### config.mk
export PLATFORM = sky130hd
export DESIGN_NAME = uart_bus_responder_flat
export DESIGN_NICKNAME = d
export VERILOG_FILES = /design/src/rtl/uart_bus_responder_if.sv /design/src/rtl/uart_bus_responder.sv /design/src/flat_wrapper.sv
export SDC_FILE = /design/constraint.sdc
export NUM_CORES = 1
export LEC_CHECK = 0
export CAP_MARGIN = 15
export CORE_ASPECT_RATIO = 1.1
export CORE_MARGIN = 3
export CORE_UTILIZATION = 51
export DETAILED_ROUTE_END_ITERATION = 8
export PLACE_DENSITY = 0.75
export RECOVER_POWER = 50
export SLEW_MARGIN = 10
export SYNTH_ARGS = -nofsm -noshare
export SYNTH_HDL_FRONTEND = slang
export SYNTH_SLANG_ARGS = --single-unit
### constraint.sdc
create_clock -name clk -period 2 [get_ports clk]
set_input_delay 0.5 -clock clk [delete_from_list [all_inputs] [get_ports clk]]
set_output_delay 0.5 -clock clk [all_outputs]
set_load 0.005 [all_outputs]
### src/rtl/uart_bus_responder_if.sv
// Parallel UART bus between uart_controller and the device-side responder,
// plus the serial line pins and the error pulses.
// The responder uses the slave modport; the controller or bench uses master.
interface uart_bus_responder_if;
    logic       rdn;
    logic       wrn;
    logic [7:0] data_in;
    logic [7:0] data_out;
    logic       data_oe;
    logic       data_ready;
    logic       tbre;
    logic       tsre;
    logic       rxd;
    logic       txd;
    logic       rx_overrun;
    logic       frame_err;

    modport slave (
        input  rdn, wrn, data_in, rxd,
        output data_out, data_oe, data_ready, tbre, tsre, txd, rx_overrun, frame_err
    );

    modport master (
        output rdn, wrn, data_in, rxd,
        input  data_out, data_oe, data_ready, tbre, tsre, txd, rx_overrun, frame_err
    );
endinterface

### src/rtl/uart_bus_responder.sv
// Device side of the board's parallel UART: answers rdn/wrn strobes, holds
// one transmit byte and one receive byte, and runs independent 8N1 TX and RX
// engines on txd/rxd. CLK_DIV is clk cycles per bit; it must be even and >= 4.
module uart_bus_responder #(
    parameter int CLK_DIV = 96
) (
    input  logic                 clk,
    input  logic                 rst,
    uart_bus_responder_if.slave  bus
);

    localparam int              CW        = $clog2(CLK_DIV);
    localparam logic [CW-1:0]   BIT_LAST  = CW'(CLK_DIV - 1);
    localparam logic [CW-1:0]   HALF_LAST = CW'(CLK_DIV / 2 - 1);

    typedef enum logic [1:0] {TX_IDLE, TX_START, TX_DATA, TX_STOP} tx_state_e;
    typedef enum logic [1:0] {RX_IDLE, RX_START, RX_DATA, RX_STOP} rx_state_e;

    // ------------------------------------------------------------------
    // Strobe registers
    // ------------------------------------------------------------------
    logic rdn_q;
    logic wrn_q;
    logic rd_rise;
    logic wr_rise;

    // Register the bus strobes once so their rising edges can be detected.
    // NOTE: every clocked block uses non-blocking assignments so that all
    // registers sample their inputs from the same pre-edge values.
    always_ff @(posedge clk) begin
        if (rst) begin
            rdn_q <= 1'b1;
            wrn_q <= 1'b1;
        end else begin
            rdn_q <= bus.rdn;
            wrn_q <= bus.wrn;
        end
    end

    assign rd_rise = ~rdn_q & bus.rdn;
    assign wr_rise = ~wrn_q & bus.wrn;

    // ------------------------------------------------------------------
    // Transmit path: holding register feeding the shift FSM
    // ------------------------------------------------------------------
    tx_state_e       tx_state_q;
    logic [CW-1:0]   tx_cnt_q;
    logic [2:0]      tx_bit_q;
    logic [7:0]      tx_shift_q;
    logic [7:0]      hold_q;
    logic            hold_full_q;
    logic            txd_q;
    logic            tsre_q;
    logic            wr_accept;
    logic            tx_bit_end;

    // A write lands only while the holding register is empty and no read is in progress.
    assign wr_accept  = wr_rise & ~hold_full_q & bus.rdn;
    assign tx_bit_end = (tx_cnt_q == BIT_LAST);

    // Holding register and TX FSM; a load and a write can never coincide
    // because one needs the holding register full and the other empty.
    always_ff @(posedge clk) begin
        if (rst) begin
            tx_state_q  <= TX_IDLE;
            tx_cnt_q    <= '0;
            tx_bit_q    <= '0;
            tx_shift_q  <= '0;
            hold_q      <= '0;
            hold_full_q <= 1'b0;
            txd_q       <= 1'b1;
            tsre_q      <= 1'b1;
        end else begin
            if (wr_accept) begin
                hold_q      <= bus.data_in;
                hold_full_q <= 1'b1;
            end

            tx_cnt_q <= tx_bit_end ? '0 : tx_cnt_q + CW'(1);

            case (tx_state_q)
                TX_IDLE: begin
                    tx_cnt_q <= '0;
                    if (hold_full_q) begin
                        tx_shift_q  <= hold_q;
                        hold_full_q <= 1'b0;
                        txd_q       <= 1'b0;
                        tsre_q      <= 1'b0;
                        tx_state_q  <= TX_START;
                    end
                end
                TX_START: begin
                    if (tx_bit_end) begin
                        tx_bit_q   <= '0;
                        txd_q      <= tx_shift_q[0];
                        tx_state_q <= TX_DATA;
                    end
                end
                TX_DATA: begin
                    if (tx_bit_end) begin
                        if (tx_bit_q == 3'd7) begin
                            txd_q      <= 1'b1;
                            tx_state_q <= TX_STOP;
                        end else begin
                            tx_bit_q   <= tx_bit_q + 3'd1;
                            txd_q      <= tx_shift_q[1];
                            tx_shift_q <= tx_shift_q >> 1;
                        end
                    end
                end
                TX_STOP: begin
                    if (tx_bit_end) begin
                        if (hold_full_q) begin
                            // Back-to-back frame: next start bit follows the stop bit directly.
                            tx_shift_q  <= hold_q;
                            hold_full_q <= 1'b0;
                            txd_q       <= 1'b0;
                            tx_state_q  <= TX_START;
                        end else begin
                            tsre_q     <= 1'b1;
                            tx_state_q <= TX_IDLE;
                        end
                    end
                end
                default: tx_state_q <= TX_IDLE;
            endcase
        end
    end

    // ------------------------------------------------------------------
    // Receive path: synchronizer, mid-bit sampling FSM, receive buffer
    // ------------------------------------------------------------------
    logic            rxd_s1_q;
    logic            rxd_s2_q;
    logic            rxd_prev_q;
    rx_state_e       rx_state_q;
    logic [CW-1:0]   rx_cnt_q;
    logic [2:0]      rx_bit_q;
    logic [7:0]      rx_shift_q;
    logic [7:0]      rx_buf_q;
    logic            data_ready_q;
    logic            rx_overrun_q;
    logic            frame_err_q;

    // Two-flop synchronizer on rxd plus one more stage for falling-edge detection.
    // NOTE: the stages reset to 1 (idle line) so that leaving reset never
    // looks like a start bit.
    always_ff @(posedge clk) begin
        if (rst) begin
            rxd_s1_q   <= 1'b1;
            rxd_s2_q   <= 1'b1;
            rxd_prev_q <= 1'b1;
        end else begin
            rxd_s1_q   <= bus.rxd;
            rxd_s2_q   <= rxd_s1_q;
            rxd_prev_q <= rxd_s2_q;
        end
    end

    // RX FSM and buffer; a commit on the same edge as a read rise keeps the
    // new byte flagged as unread and is not an overrun.
    always_ff @(posedge clk) begin
        if (rst) begin
            rx_state_q   <= RX_IDLE;
            rx_cnt_q     <= '0;
            rx_bit_q     <= '0;
            rx_shift_q   <= '0;
            rx_buf_q     <= '0;
            data_ready_q <= 1'b0;
            rx_overrun_q <= 1'b0;
            frame_err_q  <= 1'b0;
        end else begin
            rx_overrun_q <= 1'b0;
            frame_err_q  <= 1'b0;
            rx_cnt_q     <= rx_cnt_q + CW'(1);

            if (rd_rise) begin
                data_ready_q <= 1'b0;
            end

            case (rx_state_q)
                RX_IDLE: begin
                    rx_cnt_q <= '0;
                    if (rxd_prev_q && !rxd_s2_q) begin
                        rx_state_q <= RX_START;
                    end
                end
                RX_START: begin
                    if (rx_cnt_q == HALF_LAST) begin
                        rx_cnt_q <= '0;
                        rx_bit_q <= '0;
                        // A start bit that is high again at mid-bit was only a glitch.
                        rx_state_q <= rxd_s2_q ? RX_IDLE : RX_DATA;
                    end
                end
                RX_DATA: begin
                    if (rx_cnt_q == BIT_LAST) begin
                        rx_cnt_q   <= '0;
                        rx_shift_q <= {rxd_s2_q, rx_shift_q[7:1]};
                        if (rx_bit_q == 3'd7) begin
                            rx_state_q <= RX_STOP;
                        end else begin
                            rx_bit_q <= rx_bit_q + 3'd1;
                        end
                    end
                end
                RX_STOP: begin
                    if (rx_cnt_q == BIT_LAST) begin
                        rx_cnt_q   <= '0;
                        rx_state_q <= RX_IDLE;
                        if (rxd_s2_q) begin
                            rx_buf_q     <= rx_shift_q;
                            data_ready_q <= 1'b1;
                            rx_overrun_q <= data_ready_q & ~rd_rise;
                        end else begin
                            frame_err_q <= 1'b1;
                        end
                    end
                end
                default: rx_state_q <= RX_IDLE;
            endcase
        end
    end

    // ------------------------------------------------------------------
    // Outputs
    // ------------------------------------------------------------------
    assign bus.txd        = txd_q;
    assign bus.tbre       = ~hold_full_q;
    assign bus.tsre       = tsre_q;
    assign bus.data_out   = rx_buf_q;
    assign bus.data_oe    = ~rdn_q;
    assign bus.data_ready = data_ready_q;
    assign bus.rx_overrun = rx_overrun_q;
    assign bus.frame_err  = frame_err_q;

endmodule

### src/flat_wrapper.sv
// flat-port wrapper written by rule: the top's interface ports become plain ports
module uart_bus_responder_flat 
#(
    parameter int CLK_DIV = 96
)
  (clk, rst, bus_rdn, bus_wrn, bus_data_in, bus_rxd, bus_data_out, bus_data_oe, bus_data_ready, bus_tbre, bus_tsre, bus_txd, bus_rx_overrun, bus_frame_err);
  uart_bus_responder_if bus_i ();
  input  logic clk;
  input  logic rst;
  input wire logic [$bits(bus_i.rdn)-1:0] bus_rdn;
  input wire logic [$bits(bus_i.wrn)-1:0] bus_wrn;
  input wire logic [$bits(bus_i.data_in)-1:0] bus_data_in;
  input wire logic [$bits(bus_i.rxd)-1:0] bus_rxd;
  output wire logic [$bits(bus_i.data_out)-1:0] bus_data_out;
  output wire logic [$bits(bus_i.data_oe)-1:0] bus_data_oe;
  output wire logic [$bits(bus_i.data_ready)-1:0] bus_data_ready;
  output wire logic [$bits(bus_i.tbre)-1:0] bus_tbre;
  output wire logic [$bits(bus_i.tsre)-1:0] bus_tsre;
  output wire logic [$bits(bus_i.txd)-1:0] bus_txd;
  output wire logic [$bits(bus_i.rx_overrun)-1:0] bus_rx_overrun;
  output wire logic [$bits(bus_i.frame_err)-1:0] bus_frame_err;
  assign bus_i.rdn = bus_rdn;
  assign bus_i.wrn = bus_wrn;
  assign bus_i.data_in = bus_data_in;
  assign bus_i.rxd = bus_rxd;
  assign bus_data_out = bus_i.data_out;
  assign bus_data_oe = bus_i.data_oe;
  assign bus_data_ready = bus_i.data_ready;
  assign bus_tbre = bus_i.tbre;
  assign bus_tsre = bus_i.tsre;
  assign bus_txd = bus_i.txd;
  assign bus_rx_overrun = bus_i.rx_overrun;
  assign bus_frame_err = bus_i.frame_err;
  uart_bus_responder #(.CLK_DIV(CLK_DIV)) u_core (.clk(clk), .rst(rst), .bus(bus_i));
endmodule
## Word level (Yosys, flattened, before mapping)

Index checks and enable logic that the tools add are counted.

| word-level totals | value |
|---|---|
| bits in registers | 67 |
| bits of input ports | 13 |
| output and inout bits | 15 |
| word-level logic and storage cells | 131 |

| operators by class | value |
|---|---|
| add/subtract/negate cells | 4 |
| equal/unequal tests | 24 |
| mux-type cells | 49 |
| bitwise logic cells | 12 |
| reduce and logical (&&, ||, !) cells | 21 |

Operator list:

| kind | number |
|---|---|
| $mux W8 | 4 |
| $pmux W8 S3 | 1 |
| $mux W2 | 11 |
| $pmux W7 S3 | 1 |
| $ne A2 B1 Y1 const B | 10 |
| $mux W3 | 6 |
| $mux W1 | 17 |
| $pmux W2 S4 | 2 |
| $reduce_and A4 Y1 | 4 |
| $add A7 B1 Y7 const B | 2 |
| $eq A7 B7 Y1 const B | 2 |
| $mux W7 | 2 |
| $pmux W3 S2 | 2 |
| $reduce_and A5 Y1 | 2 |
| $eq A2 B2 Y1 const B | 4 |
| $eq A7 B6 Y1 const B | 1 |
| $not A1 Y1 | 7 |
| $add A3 B1 Y3 const B | 2 |
| $eq A3 B3 Y1 const B | 2 |
| $ne A2 B2 Y1 const B | 3 |
| $reduce_and A3 Y1 | 2 |
| $reduce_bool A2 Y1 | 3 |
| $reduce_or A3 Y1 | 2 |
| $and A1 B1 Y1 | 5 |
| 10 further kinds | 13 |

## Logic depth before layout (Yosys ltp)

| depth | value |
|---|---|
| word-level depth | 8 |
| gate-level depth with buffers | 7 |
| mapped depth without buffers | 6 |

## Worst setup path before layout

OpenSTA, ideal clock, no wires.

| timing path | value |
|---|---|
| kind | reg2reg |
| from | register u_core.tx_bit_q[0] |
| to | register u_core.tx_shift_q[0] |
| library setup time | 0.086 ns |
| arrival | 1.712 ns |
| path slack | 0.202 ns |
| stages on the path, launching flop included | 8 |
| path buffers | 1 |
| cell sequence | dfxtp_1 ha_1 ha_1 nand2b_1 or3_1 buf_6 a21o_4 a211oi_1 |

| on the way | value |
|---|---|
| longest elaborated chain between the ends | 3 |

RTL lines:

| item | RTL line | text |
|---|---|---|
| start: declaration | uart_bus_responder.sv:48 | `logic [2:0] tx_bit_q;` |
| start signal: assignment | uart_bus_responder.sv:105 | `tx_bit_q <= tx_bit_q + 3'd1;` |
| $eq A3 B3 Y1 | uart_bus_responder.sv:101 | `if (tx_bit_q == 3'd7) begin` |
| $ne A2 B2 Y1 (no line) | - |  |
| $reduce_and A4 Y1 (no line) | - |  |
| end signal: assignment | uart_bus_responder.sv:85 | `tx_shift_q <= hold_q;` |
| end signal: assignment | uart_bus_responder.sv:107 | `tx_shift_q <= tx_shift_q >> 1;` |
| end signal: assignment | uart_bus_responder.sv:115 | `tx_shift_q <= hold_q;` |
| end: declaration | uart_bus_responder.sv:49 | `logic [7:0] tx_shift_q;` |

No other way between the ends.
A chain may end at the register's enable or synchronous reset.

## Final worst setup path

| timing path | value |
|---|---|
| from | register u_core.tx_bit_q[0] |
| to | register u_core.tx_shift_q[1] |

Same word-level chain as after synthesis.

==> key figures <==
Status
  – Outcome: finished clean

Placed design
  – Total half-perimeter wirelength after legalization and detailed placement: 4020 µm
  – Post-Place Cells: 418
  – Placement Cell Area: 3310 µm²
  – Routability congestion estimate from global placement: 0.835
  – Count of input and output buffers: 27

Yosys
  – Post-synthesis instance total: 319
  – Number of enable flip-flop cells after synthesis: 0
  – Synth warnings: 0
  – Netlist Area Pre-Place: 2930 µm²
  – Yosys reg bits: 67
  – Mean cell area of the mapped netlist: 9.19 µm²
  – Fraction of synthesis flops using an asynchronous set or reset pin: 0%
  – Top flip-flop cell by instance count after synthesis: sky130_fd_sc_hd__dfxtp_1
  – Unique masters post-synth: 50
  – Post-synthesis sequential area ratio: 45.8%
  – Post-synth net total: 343

Setup path
  – Max Fanout on Critical Path: 8
  – Internal reg-to-reg setup slack: 90 ps
  – Path type of the worst setup path: flip-flop to flip-flop
  – Worst flop-to-flop path startpoint: u_core.tx_bit_q[0]$_SDFFE_PP0P_
  – Critical path's most frequent cell: sky130_fd_sc_hd__ha_1
  – Data arrival time at the worst-slack endpoint: around 2200 ps
  – Critical path's slowest cell: sky130_fd_sc_hd__or3_4
  – Required time at the worst-slack endpoint: approximately 2300 ps
  – Endpoint kind of the worst setup timing path: flip-flop
  – Cells traversed along the worst timing path: ha_1 > ha_1 > nand2b_4 > or3_4 > a21o_4 > a211oi_1
  – Depth of the most critical reg-to-reg path: 6
  – Maximum single-stage delay on the critical path: 450 ps
  – FF-to-FF End: u_core.tx_shift_q[1]$_SDFFE_PP0P_
  – Kind of start point of the critical path: flip-flop

STA
  – Worst slack on hold paths: roughly 420 ps
  – Final cycle utilization of the critical path: between 90% and 100%
  – TNS Setup: 0 ps
  – Setup violations, final: 0
  – Fmax achieved: 524 MHz
  – Min Clock Period, post-route: 1910 ps
  – Number of slew-limit violations in the final report: 0
  – Final hold violations: 0
  – Headroom to the max-slew limit: 49.2%
  – Clock Skews: 9.02 ps
  – Slew at the pin with the worst max-slew slack: 762 ps

Die
  – Number of rows in the core area: 28
  – I/O pin total: 28
  – Die span in x: a little under 80 µm
  – Placeable core area: roughly 5500 µm²
  – Die Outline Area: 6690 µm²
  – Initial Utilization: 53.6%
  – Die Y-Extent: 85.5 µm

Final layout
  – Final non-filler cell total: 434
  – Core occupancy in the finished layout: 64.1%
  – Post-synthesis to final-layout area growth: 19.5%
  – Fill cell total of the finished layout: 482
  – Antenna diode count: 0
  – NumNets Final: 378
  – Multi-input gate area in the final layout: between 1000 and 1500 µm²
  – Cell area after layout: 3500 µm²
  – Storage element area: between 1000 and 1500 µm²
  – Share of cells above drive strength 1: 13.1%

Drt
  – Routed length on met3: about 220 µm
  – Drt pass-1 iters: 4
  – Vias: around 2300
  – Antenna Nets Post-Route: 0
  – DRT iter0 DRCs: ~110
  – Top routing layer in use: met4
  – Final routed wire length divided by cell count: ~13 µm
  – Remaining DRCs: 0
  – Per-cell via count in the routed design: 5.32
  – Total wirelength of the detailed-routed design: approximately 5700 µm
  – Post-Route M1 WL: 2760 µm
  – Met2 wire length: ~2600 µm

Min path
  – Class of the worst hold path: flip-flop to flip-flop
  – Worst min-delay path startpoint: u_core.rxd_s1_q$_SDFF_PP1_
  – Hold Path Cell Cnt: 1
  – Worst Hold Path EP: u_core.rxd_s2_q$_SDFF_PP1_

Global routing
  – Maximum number of pins on one net before global-route repair: 16
  – Combined global-route utilization of all metal layers: 18.3%
  – Via count of the first global-routing pass: 2202
  – Initial antenna violation count: 0
  – Global-route congestion overflow total: 0
  – Global-route wire length before repair: between 9000 and 10000 µm

Run
  – # Max-Cap Violations: 0

CTS
  – Longest Clk Path Bufs: 2
  – Maximum level of the CTS H-tree: 3
  – Insertion delay of the later-clocked pin in the worst-skew pair: around 340 ps
  – Number of CTS-inserted buffers: 9
  – Clock root buffer: sky130_fd_sc_hd__clkbuf_8
  – TritonCTS clock tree: done
  – Clock transition time at the flip-flop clock pins of the worst setup and hold paths: 70 ps
  – Clk sinks: 67
  – Number of post-CTS setup repair buffers: 0

Power
  – P_leak: around 0.0013 µW
  – Peak supply drop: roughly 0.54 mV
  – Power per cell area: 702 nW/µm²
## synth_stat cells, types with 5 or more instances
library cell                n  area share, %
sky130_fd_sc_hd__nor2_1    36            4.6
sky130_fd_sc_hd__clkbuf_1   7           0.90
sky130_fd_sc_hd__inv_1     19            2.4
sky130_fd_sc_hd__nand3_1    6            1.0
sky130_fd_sc_hd__xor2_1     5            1.5
sky130_fd_sc_hd__o21ai_0   10            1.7
sky130_fd_sc_hd__a21oi_1   18            3.1
sky130_fd_sc_hd__mux2i_1   16            5.5
sky130_fd_sc_hd__dfxtp_1   67             46
sky130_fd_sc_hd__a211oi_1  15            3.8
sky130_fd_sc_hd__nand2_1   30            3.8
sky130_fd_sc_hd__ha_1      11            4.7
sky130_fd_sc_hd__mux2_2     8            3.1
sky130_fd_sc_hd__nand2b_1   5            1.1
## per-stage QoR
stage	total power, µW	setup WS, ps
2_1_floorplan	1450	202
3_3_place_gp	1500	90.8
3_5_place_dp	1500	-2.66
4_1_cts	2490	35.0
5_1_grt	2560	-5.46
6_report	2460	93.4
## worst max-delay path, delay by kind of cell (launching register included)
kind / cells / cell delay, ps
AO/OA/AOI/OAI: 2 / 490
adder cells (fa/ha/maj): 2 / 400
flip-flops: 1 / 320
AND/OR/NAND/NOR: 2 / 610
## state kept, by name (all words and copies together), names as in the netlist, named ones only
register and count:
u_core.rxd_prev_q 1, u_core.wrn_q 1, u_core.rxd_s2_q 1, u_core.bus.frame_err 1
u_core.hold_full_q 1, u_core.tx_state_q 2, u_core.tx_cnt_q 7, u_core.tx_shift_q 8
u_core.rx_state_q 1, u_core.tx_bit_q 3, u_core.bus.rx_overrun 1, u_core.hold_q 8
u_core.rx_shift_q 8, u_core.rxd_s1_q 1, u_core.bus.tsre 1, u_core.bus.data_out 8
u_core.rx_bit_q 3, u_core.bus.data_ready 1, u_core.bus.txd 1, u_core.rx_cnt_q 7
u_core.rdn_q 1
## layer usage
layer	vias up	GRT usage [%]
met3	12	3.36
met2	47	29.0
met5	-	0
met1	1062	23.1
met4	0	11.6
li1	1188	-
## timing repair
action / CTS / global route
hold buffers: 0 / 0
pin swaps: 0 / 1
setup endpoints to repair: 2 / 6
resized for setup: 1 / 6
hold endpoints to repair: 0 / 0
## how the worst max path moves through the flow
| stage | slack (ps) | from | to | cells after the start |
|---|---|---|---|---|
| 3_3_place_gp | 90 | u_core.tx_bit_q[0]$_SDFFE_PP0P_ | u_core.tx_shift_q[4]$_SDFFE_PP0P_ | 6 |
| 2_1_floorplan | 200 | u_core.tx_bit_q[0]$_SDFFE_PP0P_ | u_core.tx_shift_q[0]$_SDFFE_PP0P_ | 7 |
| 6_report | 90 | u_core.tx_bit_q[0]$_SDFFE_PP0P_ | u_core.tx_shift_q[1]$_SDFFE_PP0P_ | 6 |
| 3_5_place_dp | -3 | u_core.tx_bit_q[0]$_SDFFE_PP0P_ | u_core.tx_shift_q[6]$_SDFFE_PP0P_ | 6 |
| 5_1_grt | -5 | u_core.tx_bit_q[0]$_SDFFE_PP0P_ | u_core.tx_shift_q[1]$_SDFFE_PP0P_ | 6 |
| 4_1_cts | 30 | u_core.hold_full_q$_SDFF_PP0_ | bus_tbre | 2 |
## report_power, final
group          leakage [µW]  internal (µW)  switching (µW)
sequential         0.000542           1350            12.0
combinational      0.000657           49.7            54.8
clock             0.0000960            482             507
total               0.00129           1880             574
## logic make-up (layout without fill, tap and decap cells)
family	Yosys count	count (layout)	share of synthesized area [%]
flops	67	67	45.8
mux	24	24	8.54
simple gates	111	111	18.9
buf+inv	33	73	4.61
xor+xnor	9	9	2.69
fa+ha+maj	11	11	4.70
compound gates	64	64	14.8
## placed cells by master, fill, tap and decap left out, drive strengths merged, types with 2 or more instances in the layout
cell,n
nand2b,5
xnor2,4
nor2,36
nand2,30
clkinv,6
or2,4
a21o,3
ha,11
inv,19
a21oi,18
mux2i,16
nor2b,3
o21ai,11
nor4,4
buf,7
xor2,5
a211oi,15
nor3,4
clkbuf,15
clkdlybuf4s50,24
and3,3
nand4,5
and4,3
mux2,8
dlygate4sd3,2
a22o,2
nand3,6
a31oi,2
o311ai,2
a211o,2
dfxtp,67
or3,3
## layout make-up
cell class / instances / area share, %
inverter: 19 / 2.04
tap: 75 / 2.68
clock buffer: 10 / 3.93
timing repair buffer: 38 / 9.51
clock inverter: 6 / 1.18
sequential: 67 / 38.3
multi-input combinational: 219 / 42.3
Power figures use the tool's default switching activity.
